`src/rtl/alu_seq_pkg.sv`:
```
// Shared definitions for the registered ALU: opcodes, flag bit positions,
// control states and a small flag-packing helper.
package alu_seq_pkg;

  typedef enum logic [3:0] {
    OP_ADD  = 4'd0,
    OP_SUB  = 4'd1,
    OP_MUL  = 4'd2,
    OP_DIV  = 4'd3,
    OP_SHL  = 4'd4,
    OP_SHR  = 4'd5,
    OP_ROL  = 4'd6,
    OP_ROR  = 4'd7,
    OP_AND  = 4'd8,
    OP_OR   = 4'd9,
    OP_XOR  = 4'd10,
    OP_NOR  = 4'd11,
    OP_NAND = 4'd12,
    OP_XNOR = 4'd13,
    OP_GT   = 4'd14,
    OP_EQ   = 4'd15
  } alu_op_e;

  // FLAGS bus is {ERR,V,C,N,Z}
  localparam int FLAG_W   = 5;
  localparam int FLAG_Z   = 0;
  localparam int FLAG_N   = 1;
  localparam int FLAG_C   = 2;
  localparam int FLAG_V   = 3;
  localparam int FLAG_ERR = 4;

  typedef enum logic [1:0] {
    ST_IDLE = 2'd0,
    ST_BUSY = 2'd1,
    ST_HOLD = 2'd2
  } state_e;

  function automatic logic [FLAG_W-1:0] pack_flags(input logic err, input logic v,
                                                   input logic c, input logic n,
                                                   input logic z);
    logic [FLAG_W-1:0] f;
    f           = '0;
    f[FLAG_ERR] = err;
    f[FLAG_V]   = v;
    f[FLAG_C]   = c;
    f[FLAG_N]   = n;
    f[FLAG_Z]   = z;
    return f;
  endfunction

endpackage

```
`src/rtl/alu_seq_muldiv.sv`:
```
// Iterative unsigned multiplier / divider. One bit per cycle: shift-add for
// multiply, restoring division for divide. The final step is presented
// combinationally together with done so the caller registers it on that edge.
module alu_seq_muldiv
  import alu_seq_pkg::*;
#(
  parameter  int WIDTH = 8,
  localparam int SHW   = $clog2(WIDTH)
) (
  input  logic             clk,
  input  logic             rst,
  input  logic             start,
  input  logic             op_div,
  input  logic [WIDTH-1:0] a,
  input  logic [WIDTH-1:0] b,
  output logic             done,
  output logic [WIDTH-1:0] result,
  output logic             hi_nonzero
);

  logic             run_reg;
  logic             div_reg;
  logic [SHW-1:0]   count_reg;
  // acc_reg: product high half (MUL) or partial remainder (DIV)
  // lo_reg : multiplier shifting out / product low half (MUL) or dividend->quotient (DIV)
  // opnd_reg: multiplicand (MUL) or divisor (DIV)
  logic [WIDTH-1:0] acc_reg;
  logic [WIDTH-1:0] lo_reg;
  logic [WIDTH-1:0] opnd_reg;

  logic [WIDTH:0]   mul_sum;
  logic [WIDTH:0]   div_shifted;
  logic [WIDTH:0]   div_trial;
  logic [WIDTH-1:0] acc_step;
  logic [WIDTH-1:0] lo_step;

  // One iteration of whichever algorithm is loaded
  always_comb begin
    mul_sum     = {1'b0, acc_reg} + (lo_reg[0] ? {1'b0, opnd_reg} : '0);
    div_shifted = {acc_reg, lo_reg[WIDTH-1]};
    div_trial   = div_shifted - {1'b0, opnd_reg};
    acc_step    = acc_reg;
    lo_step     = lo_reg;
    if (div_reg) begin
      // trial[WIDTH] set means the subtraction went negative: restore
      if (!div_trial[WIDTH]) begin
        acc_step = div_trial[WIDTH-1:0];
        lo_step  = {lo_reg[WIDTH-2:0], 1'b1};
      end else begin
        acc_step = div_shifted[WIDTH-1:0];
        lo_step  = {lo_reg[WIDTH-2:0], 1'b0};
      end
    end else begin
      acc_step = mul_sum[WIDTH:1];
      lo_step  = {mul_sum[0], lo_reg[WIDTH-1:1]};
    end
  end

  assign done       = run_reg && (count_reg == SHW'(WIDTH - 1));
  assign result     = lo_step;
  assign hi_nonzero = |acc_step;

  // Operand load on start, then WIDTH iterations; rst aborts mid-operation
  always_ff @(posedge clk) begin
    if (rst) begin
      run_reg   <= 1'b0;
      div_reg   <= 1'b0;
      count_reg <= '0;
      acc_reg   <= '0;
      lo_reg    <= '0;
      opnd_reg  <= '0;
    end else if (start) begin
      run_reg   <= 1'b1;
      div_reg   <= op_div;
      count_reg <= '0;
      acc_reg   <= '0;
      lo_reg    <= op_div ? a : b;
      opnd_reg  <= op_div ? b : a;
    end else if (run_reg) begin
      acc_reg   <= acc_step;
      lo_reg    <= lo_step;
      count_reg <= count_reg + SHW'(1);
      if (done) begin
        run_reg <= 1'b0;
      end
    end
  end

endmodule

```
`src/rtl/alu_seq.sv`:
```
// Registered 16-opcode ALU with valid/ready handshakes on both sides,
// status flags and an iterative MUL/DIV engine. One operation in flight;
// the result is held until the sink takes it.
module alu_seq
  import alu_seq_pkg::*;
#(
  parameter  int WIDTH = 8,
  localparam int SHW   = $clog2(WIDTH)
) (
  input  logic              clk,
  input  logic              rst,
  input  logic              IN_VALID,
  output logic              IN_READY,
  input  logic [WIDTH-1:0]  A,
  input  logic [WIDTH-1:0]  B,
  input  logic [3:0]        ALU_SEL,
  output logic              OUT_VALID,
  input  logic              OUT_READY,
  output logic [WIDTH-1:0]  ALU_RES,
  output logic [FLAG_W-1:0] FLAGS
);

  state_e            state_reg, state_next;
  logic [WIDTH-1:0]  res_reg, res_next;
  logic [FLAG_W-1:0] flags_reg, flags_next;
  logic              div_reg, div_next;

  alu_op_e          op_in;
  logic             fire;
  logic             iter_op;
  logic             md_start;
  logic             md_done;
  logic [WIDTH-1:0] md_result;
  logic             md_hi_nz;

  logic [SHW-1:0]   shamt;
  logic [WIDTH:0]   add_w;
  logic [WIDTH:0]   sub_w;
  logic [WIDTH:0]   shl_w;
  logic [WIDTH:0]   shr_w;
  logic [WIDTH-1:0] rol_w;
  logic [WIDTH-1:0] ror_w;
  logic [WIDTH-1:0] sc_res;
  logic             sc_c, sc_v, sc_err;

  assign op_in     = alu_op_e'(ALU_SEL);
  assign IN_READY  = (state_reg == ST_IDLE) || ((state_reg == ST_HOLD) && OUT_READY);
  assign OUT_VALID = (state_reg == ST_HOLD);
  assign ALU_RES   = res_reg;
  assign FLAGS     = flags_reg;
  assign fire      = IN_VALID && IN_READY;
  // DIV by zero skips the iterative engine and finishes like a single-cycle op
  assign iter_op   = (op_in == OP_MUL) || ((op_in == OP_DIV) && (B != '0));

  assign shamt = B[SHW-1:0];
  assign add_w = {1'b0, A} + {1'b0, B};
  assign sub_w = {1'b0, A} - {1'b0, B};
  // Extra bit catches the last bit shifted out (stays 0 for amount 0)
  assign shl_w = {1'b0, A} << shamt;
  assign shr_w = {A, 1'b0} >> shamt;

  // Rotates: index arithmetic in SHW bits wraps modulo WIDTH
  for (genvar gi = 0; gi < WIDTH; gi++) begin : g_rot
    localparam logic [SHW-1:0] IDX = SHW'(gi);
    assign rol_w[gi] = A[IDX - shamt];
    assign ror_w[gi] = A[IDX + shamt];
  end

  // Single-cycle result and C/V/ERR for the operands currently presented
  always_comb begin
    sc_res = '0;
    sc_c   = 1'b0;
    sc_v   = 1'b0;
    sc_err = 1'b0;
    case (op_in)
      OP_ADD: begin
        sc_res = add_w[WIDTH-1:0];
        sc_c   = add_w[WIDTH];
        sc_v   = (A[WIDTH-1] == B[WIDTH-1]) && (add_w[WIDTH-1] != A[WIDTH-1]);
      end
      OP_SUB: begin
        sc_res = sub_w[WIDTH-1:0];
        sc_c   = sub_w[WIDTH];
        sc_v   = (A[WIDTH-1] != B[WIDTH-1]) && (sub_w[WIDTH-1] != A[WIDTH-1]);
      end
      OP_DIV: begin
        sc_res = '1;
        sc_err = 1'b1;
      end
      OP_SHL: begin
        sc_res = shl_w[WIDTH-1:0];
        sc_c   = shl_w[WIDTH];
      end
      OP_SHR: begin
        sc_res = shr_w[WIDTH:1];
        sc_c   = shr_w[0];
      end
      OP_ROL:  sc_res = rol_w;
      OP_ROR:  sc_res = ror_w;
      OP_AND:  sc_res = A & B;
      OP_OR:   sc_res = A | B;
      OP_XOR:  sc_res = A ^ B;
      OP_NOR:  sc_res = ~(A | B);
      OP_NAND: sc_res = ~(A & B);
      OP_XNOR: sc_res = ~(A ^ B);
      OP_GT:   sc_res = WIDTH'(A > B);
      OP_EQ:   sc_res = WIDTH'(A == B);
      default: sc_res = '0;
    endcase
  end

  // Control FSM: accept, iterate, hold result until drained
  always_comb begin
    state_next = state_reg;
    res_next   = res_reg;
    flags_next = flags_reg;
    div_next   = div_reg;
    md_start   = 1'b0;
    case (state_reg)
      ST_IDLE, ST_HOLD: begin
        if (fire) begin
          if (iter_op) begin
            md_start   = 1'b1;
            div_next   = (op_in == OP_DIV);
            state_next = ST_BUSY;
          end else begin
            res_next   = sc_res;
            flags_next = pack_flags(sc_err, sc_v, sc_c, sc_res[WIDTH-1], sc_res == '0);
            state_next = ST_HOLD;
          end
        end else if ((state_reg == ST_HOLD) && OUT_READY) begin
          state_next = ST_IDLE;
        end
      end
      ST_BUSY: begin
        if (md_done) begin
          res_next   = md_result;
          flags_next = pack_flags(1'b0, 1'b0, !div_reg && md_hi_nz,
                                  md_result[WIDTH-1], md_result == '0);
          state_next = ST_HOLD;
        end
      end
      default: state_next = ST_IDLE;
    endcase
  end

  // State and result registers
  always_ff @(posedge clk) begin
    if (rst) begin
      state_reg <= ST_IDLE;
      res_reg   <= '0;
      flags_reg <= '0;
      div_reg   <= 1'b0;
    end else begin
      state_reg <= state_next;
      res_reg   <= res_next;
      flags_reg <= flags_next;
      div_reg   <= div_next;
    end
  end

  alu_seq_muldiv #(.WIDTH(WIDTH)) u_muldiv (
    .clk       (clk),
    .rst       (rst),
    .start     (md_start),
    .op_div    (op_in == OP_DIV),
    .a         (A),
    .b         (B),
    .done      (md_done),
    .result    (md_result),
    .hi_nonzero(md_hi_nz)
  );

endmodule
```
`config.mk`:
```
export PLATFORM = sky130hd
export DESIGN_NAME = alu_seq
export DESIGN_NICKNAME = d
export VERILOG_FILES = /design/src/rtl/alu_seq_pkg.sv /design/src/rtl/alu_seq_muldiv.sv /design/src/rtl/alu_seq.sv
export SDC_FILE = /design/constraint.sdc
export NUM_CORES = 1
export LEC_CHECK = 0
export BUFFER_PORTS_ARGS = -buffer_cell sky130_fd_sc_hd__buf_2
export CAP_MARGIN = 20
export CORE_ASPECT_RATIO = 0.7
export CORE_MARGIN = 3
export CORE_UTILIZATION = 52
export DETAILED_ROUTE_END_ITERATION = 8
export PLACE_DENSITY_LB_ADDON = 0.25
export SYNTH_ARGS = -nofsm -noshare
export SYNTH_HDL_FRONTEND = slang
export SYNTH_SLANG_ARGS = --single-unit
```
`constraint.sdc`:
```
create_clock -name clk -period 3.2 [get_ports clk]
set_input_delay 0.16 -clock clk [delete_from_list [all_inputs] [get_ports clk]]
set_output_delay 0.16 -clock clk [all_outputs]
set_load 0.005 [all_outputs]
```
# Word-level counts from Yosys, hierarchy flattened
# Index checks and enable logic that the tools add are counted.
# classes
mux	64
n_reduce_logical	23
n_shift	2
n_addsub	20
n_bitwise	6
n_lt_le_gt_ge	17
eq_ne	27
# ops
cell	n
one-hot mux 8 bit (15 select lines)	1
2-to-1 mux 8 bit	11
< comparator 3 x 4 -> 1 bit, second input constant	16
binary-select mux 1 bit (select 3 bit)	16
== test 4 bit, second input constant	8
2-to-1 mux 1 bit	24
NOT 8 bit	3
== test 4 x 3 -> 1 bit, second input constant	4
zero test 8 bit	2
one-hot mux 8 bit (2 select lines)	1
2-to-1 mux 5 bit	3
adder 3 bit, first input constant	4
subtractor 3 bit, first input constant	4
one-hot mux 5 bit (2 select lines)	1
adder 8 x 8 -> 9 bit	1
adder 8 x 9 -> 9 bit	1
left shift 8 x 3 -> 9 bit	1
>> shifter 9 x 3 -> 9 bit	1
subtractor 8 x 8 -> 9 bit	1
subtractor 9 x 8 -> 9 bit	1
AND 8 bit	1
== test 4 x 2 -> 1 bit, second input constant	2
== test 8 bit	1
> comparator 8 bit	1
31 further kinds	50
# totals
reg_bits	45

# Logic depth before layout (Yosys ltp)
# depth
word_depth	8
ltp_mapped	14

# Hierarchy
# From an unflattened synthesis, not the netlist that was laid out.
# unflattened
cells_unflattened	788
area_unflattened_um2	6122.1
# modules_own_cells
mod	cells_each	area_per_inst_um2	n_inst
alu_seq	491	3747.3	1
alu_seq_muldiv	297	2374.8	1

# Worst setup path before layout
# OpenSTA, ideal clock, no wires.
# synth_path
path_type	input to register
startpoint	input port B[1]
endpoint	register flags_reg[0] (netlist: FLAGS[0])
arrival_time_ps	2820
t_required_ps	3108
path_stages	13
setup_time_ps	92
path_slack_ps	288
cell_sequence	buf_4 -> buf_6 -> buf_2 -> inv_1 -> ha_1 -> buf_2 -> mux4_2 -> and3_1 -> a2111oi_2 -> o2111ai_1 -> nor4_2 -> nand4b_1 -> o32ai_1
# synth_via
elab_chain_len	8
# synth_rtl
item	line	rtl
from (decl)	alu_seq.sv:15	input logic [WIDTH-1:0] B,
subtractor 1 x 3 -> 3 bit (tied with other cells)	alu_seq.sv:65	assign rol_w[gi] = A[IDX - shamt];
binary-select mux 1 bit (select 3 bit) (on tied branches)	alu_seq.sv:65, alu_seq.sv:66	
2-to-1 mux 1 bit (on tied branches)	alu_seq.sv:65, alu_seq.sv:66	
one-hot mux 8 bit (15 select lines)	alu_seq.sv:75	case (op_in)
zero test 8 bit	alu_seq.sv:128	flags_next = pack_flags(sc_err, sc_v, sc_c, sc_res[WIDTH-1], sc_res == '0);
2-to-1 mux 5 bit	alu_seq.sv:122	if (iter_op) begin
2-to-1 mux 5 bit	alu_seq.sv:121	if (fire) begin
one-hot mux 5 bit (2 select lines)	alu_seq.sv:119	case (state_reg)
to (signal assigned)	alu_seq.sv:157	flags_reg <= flags_next;
to (decl)	alu_seq.sv:25	logic [FLAG_W-1:0] flags_reg, flags_next;
# Several ways; a longest one is shown, not always the timed one. The select of a mux whose other input is x is not followed.
# A chain may end at the register's enable or synchronous reset.

# Worst setup path after layout
# layout_path
startpoint	register u_muldiv.lo_reg[7]
endpoint	register flags_reg[2] (netlist: FLAGS[2])
# layout_via
elab_chain_len	7
# layout_rtl
item	line	rtl
from (decl)	alu_seq_muldiv.sv:28	logic [WIDTH-1:0] lo_reg;
from (signal assigned)	alu_seq_muldiv.sv:77	lo_reg <= op_div ? a : b;
from (signal assigned)	alu_seq_muldiv.sv:81	lo_reg <= lo_step;
subtractor 9 x 8 -> 9 bit	alu_seq_muldiv.sv:41	div_trial = div_shifted - {1'b0, opnd_reg};
2-to-1 mux 8 bit (*)	alu_seq_muldiv.sv:46	if (!div_trial[WIDTH]) begin
2-to-1 mux 8 bit (*)	alu_seq_muldiv.sv:44	if (div_reg) begin
OR reduction 8 bit (*)	alu_seq_muldiv.sv:61	assign hi_nonzero = |acc_step;
logical AND 1 bit (*)	alu_seq.sv:138	flags_next = pack_flags(1'b0, 1'b0, !div_reg && md_hi_nz,
2-to-1 mux 5 bit (*)	alu_seq.sv:136	if (md_done) begin
one-hot mux 5 bit (2 select lines) (*)	alu_seq.sv:119	
# Every way passes the cells marked *; elsewhere a longest branch is shown, timed or not. The select of a mux whose other input is x is not followed.

==> impl_metrics.tcl <==
set metrics [dict create \
    ys_warn_count 0 \
    setup_viol 0 \
    post_cts_buffers 0 \
    clockBufferDepth 2 \
    tightest_slew_ps 895 \
    grt_max_degree 36 \
    syn_to_final_growth_pct 9.31 \
    ir_drop_mv 0.213 \
    cts_made_buffers 5 \
    n_antenna_cell 0 \
    routed_wl_um 20700 \
    seq_area_frac_synth_pct 15.1 \
    pwr-share-clk_pct 27.0 \
    die_x_um 131 \
    hp-class "primary input to flip-flop" \
    io_buffers 38 \
    avgSynthCellArea_um2 7.37 \
    synth-edff-count 0 \
    critPathKind "flip-flop to flip-flop" \
    clockRootBuffer "clkbuf_16" \
    globalplace.congestion 0.964 \
    die_area_mm2 0.0123 \
    status "completed" \
    synth_top_area_share_pct 15.1 \
    cts_tree "done" \
    hpwl_um 15800 \
    cts.sinks 43 \
    period_needed_ps 3060 \
    crit_path_end_kind "flip-flop" \
    drive_gt1_share_pct 14.3 \
    p_per_area_mw_per_mm2 301 \
    synth_ff_type "dfxtp_1" \
    routedWlPerCell_um 21.9 \
    antenna_found_initial 0 \
    htree_levels 2 \
    synth.distinct_cells 75 \
    antenna_left 0 \
    dp.cells 938 \
    insertion_delay_ps 290 \
    synth_seq_cells 43 \
    vias 6201 \
    cap_violations 0 \
    fin_crit_sh_pct 95.8 \
    max_freq_ghz 0.326 \
    drtPass1Iterations 6 \
    initial_utilization_pct 54.3 \
    p_comb_share_pct 42.0 \
    grt_pass1_wl_um 32200 \
    core.rowCount 31 \
    startpoint_type "flip-flop" \
    core_mm2 0.0105 \
    hold_buffers 0 \
    viasPerCell 6.55 \
    power_leakage_nw 2.53 \
    tns_ps 0 \
    nets 870 \
    cp_data_arrival_time_ps 3210 \
    finClkSkew_ps 4.59 \
    rsz0062_at_grt "false" \
    drt_iter0_drc 959 \
    internal_power_mw 1.16 \
    final_common_cell "nand2_1" \
    stdcell_count 946 \
    async_flop_share_pct 0 \
    overflow 0 \
    netSwitchingFraction_pct 38.3 \
    syn_area_mm2 0.00571 \
    p_sw_mw 0.718 \
    drc 0 \
    ios 39 \
    synthCells 775 \
    syn_nets 848 \
    p_seq_share_pct 31.0 \
    grt_usage_pct 33.2 \
    path_max_fanout 5 \
    clkSlewWorstSetupHoldPaths_ps 60 \
    slew_violations 0 \
    die_h_um 93.7 \
    ys_top_cells_by_area "dfxtp_1 (15%), ha_1 (9.9%), mux4_2 (7.1%), nand2_1 (6.4%), a21oi_1 (5.9%)" \
    worstPathRequired_ps 3340 \
    grt_pass1_vias 5583 \
    yosysTopAreaCell "dfxtp_1" \
    final_cell_mix "nand2_1 (98), nor2_1 (83), a21oi_1 (66), ha_1 (45), dfxtp_1 (42)" \
    hold_viol 0 \
    slew_headroom_pct 38.8 \
]
-- path summary, 6_finish.rpt --
check                                  start                                 to  slack, ps  cells past startpoint
min reg2reg          ALU_RES[6]$_SDFFE_PP0P_            ALU_RES[6]$_SDFFE_PP0P_        450                      2
min                                     B[6]  u_muldiv.opnd_reg[6]$_SDFFE_PP0P_        200                      3
max          u_muldiv.lo_reg[7]$_SDFFE_PP0P_              FLAGS[2]$_SDFFE_PP0P_        140                     11
max reg2reg  u_muldiv.lo_reg[7]$_SDFFE_PP0P_              FLAGS[2]$_SDFFE_PP0P_        140                     11
-- per-stage QoR --
step	hold slack, ps	cell area, um^2	worst slack, ps	utilization (%)	total power [mW]
floorplan	319	5710	288	-	1.11
global placement	437	6070	33.6	57.8	1.33
detailed placement	446	6070	-137	57.8	1.34
CTS	198	6220	20.9	59.2	1.84
global route	211	6240	19.5	59.4	1.96
finish	199	6240	136	59.4	1.88
-- layout make-up --
cell class | instances | area [um^2]
Multi-Input combinational cell | 639 | 4470
Timing Repair Buffer | 73 | 453
Clock buffer | 6 | 129
Sequential cell | 43 | 862
Tap cell | 148 | 185
Clock inverter | 2 | 12.5
Inverter | 35 | 131
Fill cell | 989 | 4270
-- cells in the mapped netlist, drive strengths merged, types with 6 or more instances --
master and count:
nor3 19, xor2 6, buf 25, ha 45, and2 12, o211ai 10
nand4 6, nand2b 17, a311oi 12, nor2 83, nor4 9, nor2b 15
nand3 21, o21ai 30, dfxtp 43, mux4 18, a21oi 67, xnor2 16
o21a 8, nand2 98, inv 35, clkbuf 33, mux2i 33, o22ai 12
a22oi 6, a211oi 10
-- repair_timing --
item | 4_1_cts | 5_1_grt
cloned | 0 | 0
pin swaps | 0 | 2
setup endpoints to repair | 1 | 3
resized for setup | 2 | 6
-- worst max-delay path, cell delays in order (launching register included) --
cell,delay [ps]
dfxtp_2,350
inv_1,50
ha_1,210
fa_1,430
nor2b_2,160
o211ai_1,210
a211o_1,350
nand3_2,160
mux2_2,380
a211oi_1,240
and4b_1,270
a311oi_1,100
-- metal layers --
| metal | part of all wire (%) | vias to the layer above | track usage, % |
|---|---|---|---|
| met5 | 0 | - | 0 |
| met4 | 0.93 | 0 | 3.50 |
| met3 | 14 | 23 | 11.1 |
| met2 | 38 | 408 | 42.8 |
| met1 | 47 | 2921 | 53.5 |
| li1 | - | 2849 | - |
-- power groups by stage --
| stage | clock [mW] | sequential [mW] | combinational, mW |
|---|---|---|---|
| after floorplan | 0 | 0.587 | 0.523 |
| after global placement | 0 | 0.591 | 0.741 |
| after detailed placement | 0 | 0.592 | 0.749 |
| after CTS | 0.506 | 0.581 | 0.753 |
| after global routing | 0.534 | 0.584 | 0.844 |
| final | 0.507 | 0.582 | 0.787 |
-- logic make-up (layout without fill, tap and decap cells) --
logic type	after synthesis	after routing	share of synthesized area [%]
adders and majority gates	49	49	11.3
DFF	43	43	15.1
buffers and inverters	93	116	7.10
and+or+nand+nor	311	311	26.3
muxes	52	52	13.1
AOI/OAI and AO/OA	205	205	23.8
xor gates and xnor gates	22	22	3.37
No activity file was read; power rests on OpenSTA's default activity.
